[src/rtl/counter_sweep_pkg.sv]
// Shared definitions for the counter sweep controller: state encodings and
// default datapath widths.
package counter_sweep_pkg;

   localparam int DEF_WIDTH = 8;
   localparam int DEF_SW_W  = 4;

   typedef enum logic [1:0] {
      IDLE = 2'd0,
      UP   = 2'd1,
      DOWN = 2'd2,
      DONE = 2'd3
   } state_t;

endpackage

[src/rtl/counter_sweep_ctrl_counter.sv]
// WIDTH-bit up/down counter with synchronous load and enable; owns the
// count register that the sweep controller steers.
module updown_counter_ld
   import counter_sweep_pkg::*;
#(
   parameter int WIDTH = DEF_WIDTH
) (
   input  logic             clk,
   input  logic             rst_n,
   input  logic             load,
   input  logic             en,
   input  logic             up,
   input  logic [WIDTH-1:0] load_val,
   output logic [WIDTH-1:0] count
);

   // NOTE: sequential state is written with <= so every register samples
   // the pre-edge value of its inputs, regardless of block ordering.
   always_ff @(posedge clk or negedge rst_n) begin
      if (!rst_n) begin
         count <= '0;
      end else if (load) begin
         count <= load_val;
      end else if (en) begin
         count <= up ? count + 1'b1 : count - 1'b1;
      end
   end

endmodule

[src/rtl/counter_sweep_ctrl.sv]
// Triangular sweep sequencer driving updown_counter_ld between latched limits.
// Optional hold/freeze input is enabled by defining COUNTER_SWEEP_HOLD_EN.
module counter_sweep_ctrl
   import counter_sweep_pkg::*;
#(
   parameter int WIDTH = DEF_WIDTH,
   parameter int SW_W  = DEF_SW_W
) (
   input  logic             clk,
   input  logic             reset,
   input  logic             start,
   input  logic [WIDTH-1:0] lo_limit,
   input  logic [WIDTH-1:0] hi_limit,
   input  logic [SW_W-1:0]  n_sweeps,
   input  logic             abort,
`ifdef COUNTER_SWEEP_HOLD_EN
   input  logic             hold,
`endif
   output logic [WIDTH-1:0] count,
   output logic             dir,
   output logic             busy,
   output logic             done,
   output logic             err,
   output logic [SW_W-1:0]  sweep_cnt
);

   state_t            state;
   logic [WIDTH-1:0]  lo_q, hi_q;
   logic [SW_W-1:0]   n_q;
   logic [SW_W-1:0]   sweep_nxt;
   logic              hold_act, start_ok, at_hi, at_lo, last_sweep, active;
   logic              cnt_load, cnt_en, cnt_up;

`ifdef COUNTER_SWEEP_HOLD_EN
   assign hold_act = hold;
`else
   assign hold_act = 1'b0;
`endif

   assign start_ok   = (lo_limit < hi_limit) && (n_sweeps != '0);
   assign at_hi      = (count == hi_q);
   assign at_lo      = (count == lo_q);
   assign sweep_nxt  = sweep_cnt + 1'b1;
   assign last_sweep = at_lo && (sweep_nxt == n_q);
   assign active     = ((state == UP) || (state == DOWN)) && !abort && !hold_act;

   // NOTE: every always_comb output gets a default first so no path can
   // leave it unassigned and infer a latch.
   always_comb begin
      cnt_load = 1'b0;
      cnt_en   = 1'b0;
      cnt_up   = 1'b1;
      if ((state == IDLE) && start && start_ok) begin
         cnt_load = 1'b1;
      end else if (active) begin
         if (state == UP) begin
            cnt_en = 1'b1;
            cnt_up = !at_hi;
         end else begin
            cnt_en = !last_sweep;
            cnt_up = at_lo;
         end
      end
   end

   updown_counter_ld #(.WIDTH(WIDTH)) u_counter (
      .clk      (clk),
      .rst_n    (reset),
      .load     (cnt_load),
      .en       (cnt_en),
      .up       (cnt_up),
      .load_val (lo_limit),
      .count    (count)
   );

   always_ff @(posedge clk or negedge reset) begin
      if (!reset) begin
         state     <= IDLE;
         lo_q      <= '0;
         hi_q      <= '0;
         n_q       <= '0;
         dir       <= 1'b1;
         busy      <= 1'b0;
         done      <= 1'b0;
         err       <= 1'b0;
         sweep_cnt <= '0;
      end else begin
         done <= 1'b0;
         err  <= 1'b0;
         case (state)
            IDLE: begin
               if (start) begin
                  if (start_ok) begin
                     lo_q      <= lo_limit;
                     hi_q      <= hi_limit;
                     n_q       <= n_sweeps;
                     dir       <= 1'b1;
                     sweep_cnt <= '0;
                     busy      <= 1'b1;
                     state     <= UP;
                  end else begin
                     err <= 1'b1;
                  end
               end
            end
            UP, DOWN: begin
               // abort outranks both hold and limit detection
               if (abort) begin
                  state <= DONE;
                  done  <= 1'b1;
                  busy  <= 1'b0;
               end else if (!hold_act) begin
                  if (state == UP) begin
                     if (at_hi) begin
                        dir   <= 1'b0;
                        state <= DOWN;
                     end
                  end else if (at_lo) begin
                     sweep_cnt <= sweep_nxt;
                     if (last_sweep) begin
                        state <= DONE;
                        done  <= 1'b1;
                        busy  <= 1'b0;
                     end else begin
                        dir   <= 1'b1;
                        state <= UP;
                     end
                  end
               end
            end
            DONE: begin
               dir   <= 1'b1;
               state <= IDLE;
            end
            default: state <= IDLE;
         endcase
      end
   end

endmodule

[config.mk]
export PLATFORM = sky130hd
export DESIGN_NAME = counter_sweep_ctrl
export DESIGN_NICKNAME = d
export VERILOG_FILES = /design/src/rtl/counter_sweep_pkg.sv /design/src/rtl/counter_sweep_ctrl_counter.sv /design/src/rtl/counter_sweep_ctrl.sv
export SDC_FILE = /design/constraint.sdc
export NUM_CORES = 1
export LEC_CHECK = 0
export ABC_AREA = 1
export CORE_MARGIN = 8
export CORE_UTILIZATION = 39
export DETAILED_ROUTE_END_ITERATION = 12
export PLACE_DENSITY_LB_ADDON = 0.05
export SLEW_MARGIN = 20
export SYNTH_ARGS = -nofsm -noshare
export SYNTH_HDL_FRONTEND = slang
export SYNTH_HIERARCHICAL = 1
export SYNTH_SLANG_ARGS = --single-unit
[constraint.sdc]
create_clock -name clk -period 2.9 [get_ports clk]
set_input_delay 0.58 -clock clk [delete_from_list [all_inputs] [get_ports clk]]
set_output_delay 0.58 -clock clk [all_outputs]
set_load 0.005 [all_outputs]
==> metrics, run 1 <==
max-cap violations 0; clk buf depth 2; Pins Over Slew Limit 0; Worst Path Arrival 2.97 ns; sequential share of power 29.0%; startpoint types input port; PortBufs 39; Vias per Instance 4.62; most frequent cells after synthesis 138 x nand2_1, 49 x inv_1, 37 x dfrtp_1; Clk pwr share 12.8%; share of the yosys chip area belonging to registers 34.9%; Placement Cell Area 0.00341 mm²; worst setup margin 0.158 ns; CTS tree done; Distinct cells, synth 37; Die ar. 0.00993 mm²; CTS H-tree depth 2; critical path type input port to flop; cts hold-fix bufs 0; Final Cycle Share 94.5%; final setup fails 0; I/O pins 40; ys async rst share 100%; WL per Instance 12.6 µm; Post-synth EDFFs 0; post-route insts no fill 547; status finished, final reports clean; num rows 30; post-synth net total 422; Internal Power 1.98 mW; Global Route Usage Sum 14.8%; cells along the critical path clkdlybuf4s50_1 -> inv_1 -> ha_4 -> a21oi_2 -> o21ai_1 -> nand2_1 -> nand4_2 -> o2111ai_4 -> clkinv_4 -> fa_2 -> nand2_2 -> nand2_2 -> nand3b_1 -> nand2_1 -> nand2_1 -> nand3_1 -> nand2_1; synthesis warning total 6; global route total overflow 0; post-DP HPWL 5280 µm; first-pass GRT wire length 12,000 µm; Worst-Margin Slew 0.898 ns; DRC Markers 0; Sw Ratio 44.2%; Avg Synthesized Cell Area 7.24 µm²; Synth Register Bits 38; Final Util 54.4%; min-delay worst type input port to async pin; antenna violations before repair 0; most frequent cell after synthesis nand2_1; Placeable Area 0.00679 mm²; # fillers 657; dpl ws -0.410 ns; routed vias 2,525; clk slew on worst S/H paths 0.08 ns; final hold vios 0; Worst path max stage delay 0.45 ns; share of layout cells above drive strength 1 18.8%; final net count 495; DRT iter0 DRCs 63; cell mode on critical path nand2_1; CP delay by family, top simple AND/OR/NAND/NOR gates; NetSw 1.57 mW; Most used DFF post-synth dfrtp_1; Antenna Cells 0; vias in the first global route 2,546; worst skew pair latency 0.29 ns; power per standard cell area 957 mW/mm²; final std cell area, no fill 0.00370 mm²; crit-path max FO 7; post-synth top area share 33.9%; Buf/Inv on CP 3; Yosys top cell by area dfrtp_1; WP data required 3.13 ns; Area Overhead vs Synth 35.6%; GPL Wtd Cong 0.834; Post-Synthesis Cells 377; Die Span X 99.6 µm; Max VDD drop 0.414 mV; clock sink total 38; largest net degree at the start of global routing 39; Final ANT Viol Nets 0; Lkg Pwr 1.92 nW; Routed Wire Length 6870 µm; CP endpoint kind flop; FMAX 365 MHz; cell area after synthesis 0.00273 mm²; skew final 0.00757 ns; Die Y 99.6 µm; CTS Buf Count 5; slew margin rel. 40.1%; Starting Density 40.1%; Inst Count DP 535; min cycle time layout 2.74 ns; Logic pwr share 58.1%; Synth area leaders dfrtp_1 34%, nand2_1 19%, ha_1 9.2%; CP max-delay cell clkdlybuf4s50_1; clk root buf clkbuf_8; DRT Pass-1 Iters 5
-- flip-flops by register name, summed over array words and instances, names as in the netlist --
register         flops
sweep_cnt            4
dir                  1
done                 1
n_q                  4
err                  1
state                2
hi_q                 8
busy                 1
lo_q                 8
u_counter/count      8
-- cell families after synthesis --
logic type / Yosys count / share of synthesized area, %
adders and majority gates: 21 / 9.91
AOI/OAI and AO/OA: 40 / 9.77
DFF: 38 / 34.9
and+or+nand+nor: 208 / 33.2
buffers and inverters: 60 / 9.04
xor gates and xnor gates: 10 / 3.21
-- cell type report --
cell class | count | area (µm²) | share of cell area [%]
clock buffers | 5 | 68.8 | 1.86
clock inverters | 3 | 40.0 | 1.08
inverters | 54 | 213 | 5.75
multi-input cells | 279 | 1660 | 44.8
flip-flops and latches | 38 | 952 | 25.7
well taps | 96 | 120 | 3.25
repair buffers | 72 | 648 | 17.5
-- worst register-to-register path: stages (launching register included) --
cell and delay [ns]:
dfrtp_1 0.44, inv_1 0.11, ha_1 0.30, inv_1 0.12
nor2_1 0.29, o2111ai_4 0.21, clkinv_4 0.13, ha_1 0.27
nand2_1 0.09, inv_1 0.07, a21oi_4 0.15, nand3_1 0.08
nand3_1 0.09, nand2_1 0.05
-- power groups by stage --
stage | Combinational, mW | Sequential [mW] | Clock (mW)
2_1_floorplan | 1.36 | 0.979 | 0
3_3_place_gp | 1.95 | 1.03 | 0
3_5_place_dp | 1.97 | 1.04 | 0
4_1_cts | 1.99 | 1.03 | 0.470
5_1_grt | 2.37 | 1.07 | 0.489
6_report | 2.06 | 1.03 | 0.455
-- final timing paths --
check | to | slack, ns | start | cells past startpoint
max | u_counter/count[6] | 0.16 | hi_limit[3] | 17
min | lo_q[6] | 0.41 | reset | 1
min in group clk | dir | 0.47 | dir | 2
max reg2reg | u_counter/count[7] | 0.41 | state[0] | 13
min reg2reg | dir | 0.47 | dir | 2
max in group asynchronous | u_counter/count[2] | 1.93 | reset | 1
-- timing repair --
item,4_1_cts,5_1_grt
setup buffers,1,3
pin swaps,0,11
gates resized for setup,2,26
gates cloned,0,0
endpoints found under the setup margin,5,5
-- per-layer routing --
layer | vias to the layer above | track usage (%) | part of all wire (%)
li1 | 1333 | - | -
met1 | 1144 | 19.3 | 49
met2 | 44 | 24.0 | 46
met3 | 4 | 3.56 | 4.3
met4 | 0 | 3.38 | 0.73
met5 | - | 0 | 0
-- metrics by stage --
step | hold WS, ns | power, mW | TNS, ns
after floorplan | 0.284 | 2.34 | 0
after global placement | 0.453 | 2.99 | -1.81
after detailed placement | 0.454 | 3.00 | -2.15
after CTS | 0.449 | 3.49 | 0
after global routing | 0.494 | 3.93 | -0.0267
final | 0.413 | 3.54 | 0
-- layout by cell type, fill, tap and decap left out, types with 9 or more instances in the layout --
master / n
buf_4: 33
inv_1: 46
ha_1: 13
nand2_2: 9
clkdlybuf4s50_1: 32
o21ai_0: 14
nand3_1: 21
nor2_1: 23
dfrtp_1: 37
nand2_1: 135
o21ai_1: 9
(Power assumes the default switching activity.)
==> run 2, diff against run 1 <==
CAP_MARGIN = 20   (was not set)
SYNTH_HIERARCHICAL = not set   (was 1)
==> run 2 against run 1 <==
  * Maximum frequency shrank 2.1%
  * Routed wire length grew 4.4%
  * Clock power is 16% lower
  * Utilization rose by 6.9 points
  * First-iteration DRC count grew 27%
  * Sequential share of layout area shrank 1.2 points
  * Combinational power is 20% higher
  * Sequential power hardly changed
  * Total power grew 10%
  * Largest power group unchanged
==> metrics, run 2 <==
status finished, final reports clean; Worst Path Arrival 3.02 ns (+0.05 ns); CTS Buf Count 5 (unchanged); PortBufs 39 (unchanged); cell area after synthesis 0.00255 mm² (-6.6%); xor/xnor share of the synthesized area 4.47% (+1.3 points); synthesis warning total 0 (-6); Final Cycle Share 96.6% (+2.0 points); num rows 29 (-3.3%); Buf/Inv on CP 19 (+16); Global Route Usage Sum 15.2% (+0.36 points); clk root buf clkbuf_8; Vias per Instance 4.73 (+2.5%); I/O pins 40 (unchanged); min cycle time layout 2.80 ns (+0.0590 ns); clk slew on worst S/H paths 0.08 ns (about the same); Max VDD drop 0.487 mV (+18%); Die ar. 0.00938 mm² (-5.5%); DRT iter0 DRCs 80 (+27%); most common cell after layout, fill and taps aside nand2_1; Placeable Area 0.00635 mm² (-6.5%); vias in the first global route 2,519 (-1.1%); DRT Pass-1 Iters 4 (-1); Post-synth EDFFs 0 (unchanged); crit-path max FO 2 (-5); Worst-Margin Slew 0.897 ns (-0.00133 ns); post-synthesis mux area share 0% (unchanged); WL per Instance 13.8 µm (+9.6%); Synth area leaders dfrtp_1 36%, nand2_1 15%, ha_1 9.8%; post-DP HPWL 4730 µm (-10%); critical path type input port to flop; worst setup margin 0.0992 ns (-0.0590 ns); final net count 488 (-1.4%); antenna violations before repair 0 (unchanged); CP delay by family, top buffers and inverters; max-cap violations 0 (unchanged); Antenna Cells 0 (unchanged); complex-gate fraction of the synthesized area 14.1% (+4.4 points); CTS tree done; ys async rst share 100% (unchanged); Routed Wire Length 7170 µm (+4.4%); final hold vios 0 (unchanged); worst skew pair latency 0.29 ns (about the same); clock sink total 38 (unchanged); WP data required 3.12 ns (about the same); Lkg Pwr 1.98 nW (+3.0%); dpl ws -0.555 ns (-0.145 ns); post-synth top area share 36.3% (+2.4 points); power per standard cell area 1000 mW/mm² (+4.5%); largest family of logic cells by synthesized area simple AND/OR/NAND/NOR gates; Synth Register Bits 38 (unchanged); GPL Wtd Cong 0.816 (-2.1%); cells along the critical path dlygate4sd2_1 -> inv_2 -> buf_4 -> buf_4 -> buf_4 -> buf_4 -> buf_4 -> buf_4 -> buf_4 -> buf_4 -> buf_4 -> buf_4 -> buf_4 -> buf_4 -> buf_4 -> buf_4 -> buf_4 -> buf_4 -> buf_4 -> o21ai_1; Die Span X 96.8 µm (-2.8%); routed vias 2,464 (-2.4%); Distinct cells, synth 36 (-2.7%); share of layout cells above drive strength 1 34.0% (+15 points); global route total overflow 0 (unchanged); Largest regs hi_q: 8 flops, lo_q: 8 flops, u_counter.count: 8 flops; Avg Synthesized Cell Area 7.65 µm² (+5.8%); most frequent cells after synthesis 104 x nand2_1, 38 x inv_1, 37 x dfrtp_1; CTS H-tree depth 2 (unchanged); Final ANT Viol Nets 0 (unchanged); DRC Markers 0 (unchanged); skew final 0.00660 ns (-0.000968 ns); first-pass GRT wire length 12,000 µm (-0.40%); Area Overhead vs Synth 52.9%; startpoint types input port; final setup fails 0 (unchanged); Post-Synth Adder-Cell Area 10.6% (+0.70 points); most frequent cells in the layout 95 x nand2_1, 69 x buf_4, 34 x dfrtp_1; Post-Synthesis Cells 333 (-12%); FMAX 357 MHz (-2.1%); CP max-delay cell dlygate4sd2_1; CP endpoint kind flop; cts hold-fix bufs 0 (unchanged); Most used DFF post-synth dfrtp_1; post-synth net total 378 (-10%); cell mode on critical path buf_4; Die Y 96.8 µm (-2.8%); most frequent cell after synthesis nand2_1; slew margin rel. 40.2% (+0.089 points); Starting Density 40.1% (about the same); share of the yosys chip area belonging to registers 37.4% (+2.5 points); min-delay worst type input port to async pin; Overall Power 3.90 mW (+10%); Pins Over Slew Limit 0 (unchanged); clk buf depth 2 (unchanged); Simple-Gate Fraction of Synth Area 25.4% (-7.8 points); Worst path max stage delay 0.20 ns (-0.25 ns); Yosys top cell by area dfrtp_1; largest net degree at the start of global routing 39 (unchanged)
run 2: cell count changes after synthesis, moves of 3 or more:
cell | previous run | this run
or2_2 | 0 | 3
xnor2_1 | 7 | 10
o21ai_2 | 0 | 4
nor2_1 | 23 | 20
inv_1 | 49 | 38
nand2_2 | 6 | 3
nand2_1 | 138 | 104
nand4_1 | 7 | 3
a21oi_1 | 5 | 13
nand3_1 | 22 | 12
a31oi_2 | 0 | 4
a22oi_1 | 3 | 0
run 2: through the flow:
stage               hold slack [ns]  setup TNS (ns)  std cells  instance area (µm²)  utilization, %
finish                        0.415               0        521                 3900            61.4
global route                  0.498         -0.0385        521                 3900            61.4
CTS                           0.452               0        518                 3730            58.8
detailed placement            0.470           -2.60        478                 3270            51.5
global placement              0.461           -2.35        478                 3270            51.5
floorplan                     0.284               0        333                 2550               -
run 2: cells by family after synthesis:
logic type	count (synthesis)
buffers and inverters	51
AO/OA/AOI/OAI	57
flip-flops	38
adder cells (fa/ha/maj)	21
AND/OR/NAND/NOR	153
XOR/XNOR	13
run 2: layer usage:
metal / vias up / wire length [µm] / global-route usage (%)
li1: 1287 / - / -
met1: 1124 / 3380 / 19.6
met2: 47 / 3400 / 24.7
met3: 6 / 317 / 3.27
met4: 0 / 74 / 4.26
met5: - / 0 / 0
run 2: worst paths after layout:
| check | from | to | slack (ns) | cells after the start |
|---|---|---|---|---|
| worst max register to register | u_counter.count[3] | u_counter.count[6] | 0.26 | 16 |
| worst max-delay path | hi_limit[6] | hi_q[6] | 0.1 | 20 |
| min in group clk | dir | dir | 0.48 | 2 |
| worst min-delay path | reset | u_counter.count[2] | 0.42 | 1 |
| worst min register to register | dir | dir | 0.48 | 2 |
| max in group asynchronous | reset | u_counter.count[6] | 1.87 | 1 |
run 2: cell type report:
class / instances / area, µm²
fillers: 577 / 2450
multi-input cells: 244 / 1630
flip-flops and latches: 38 / 956
clock buffers: 7 / 86.3
clock inverters: 1 / 5.00
inverters: 44 / 170
well taps: 77 / 96.3
repair buffers: 110 / 953
run 2: worst reg2reg max path, delay by kind of cell (launching register included):
kind                     cells  cell delay [ns]
flip-flops                   1             0.50
buffers and inverters        1             0.14
AND/OR/NAND/NOR              8             0.85
adder cells (fa/ha/maj)      1             0.36
AO/OA/AOI/OAI                4             0.40
XOR/XNOR                     2             0.30
run 2: report_power, final:
group          internal, mW  leakage (nW)  switching (mW)
combinational          1.24          1.47            1.24
clock                 0.192        0.0482           0.190
sequential            0.797         0.461           0.245
total                  2.23          1.98            1.67
run 2: what timing repair did:
item                                    CTS  global route
endpoints found under the setup margin    5             6
pin swaps                                19            14
resized for setup                        31            39
buffers inserted                         32             3
==> run 3, diff against run 2 <==
SKIP_LAST_GASP = 1   (was not set)
==> results of run 3 <==
No change in the layout: final DEF, timing and power equal those of run 2.
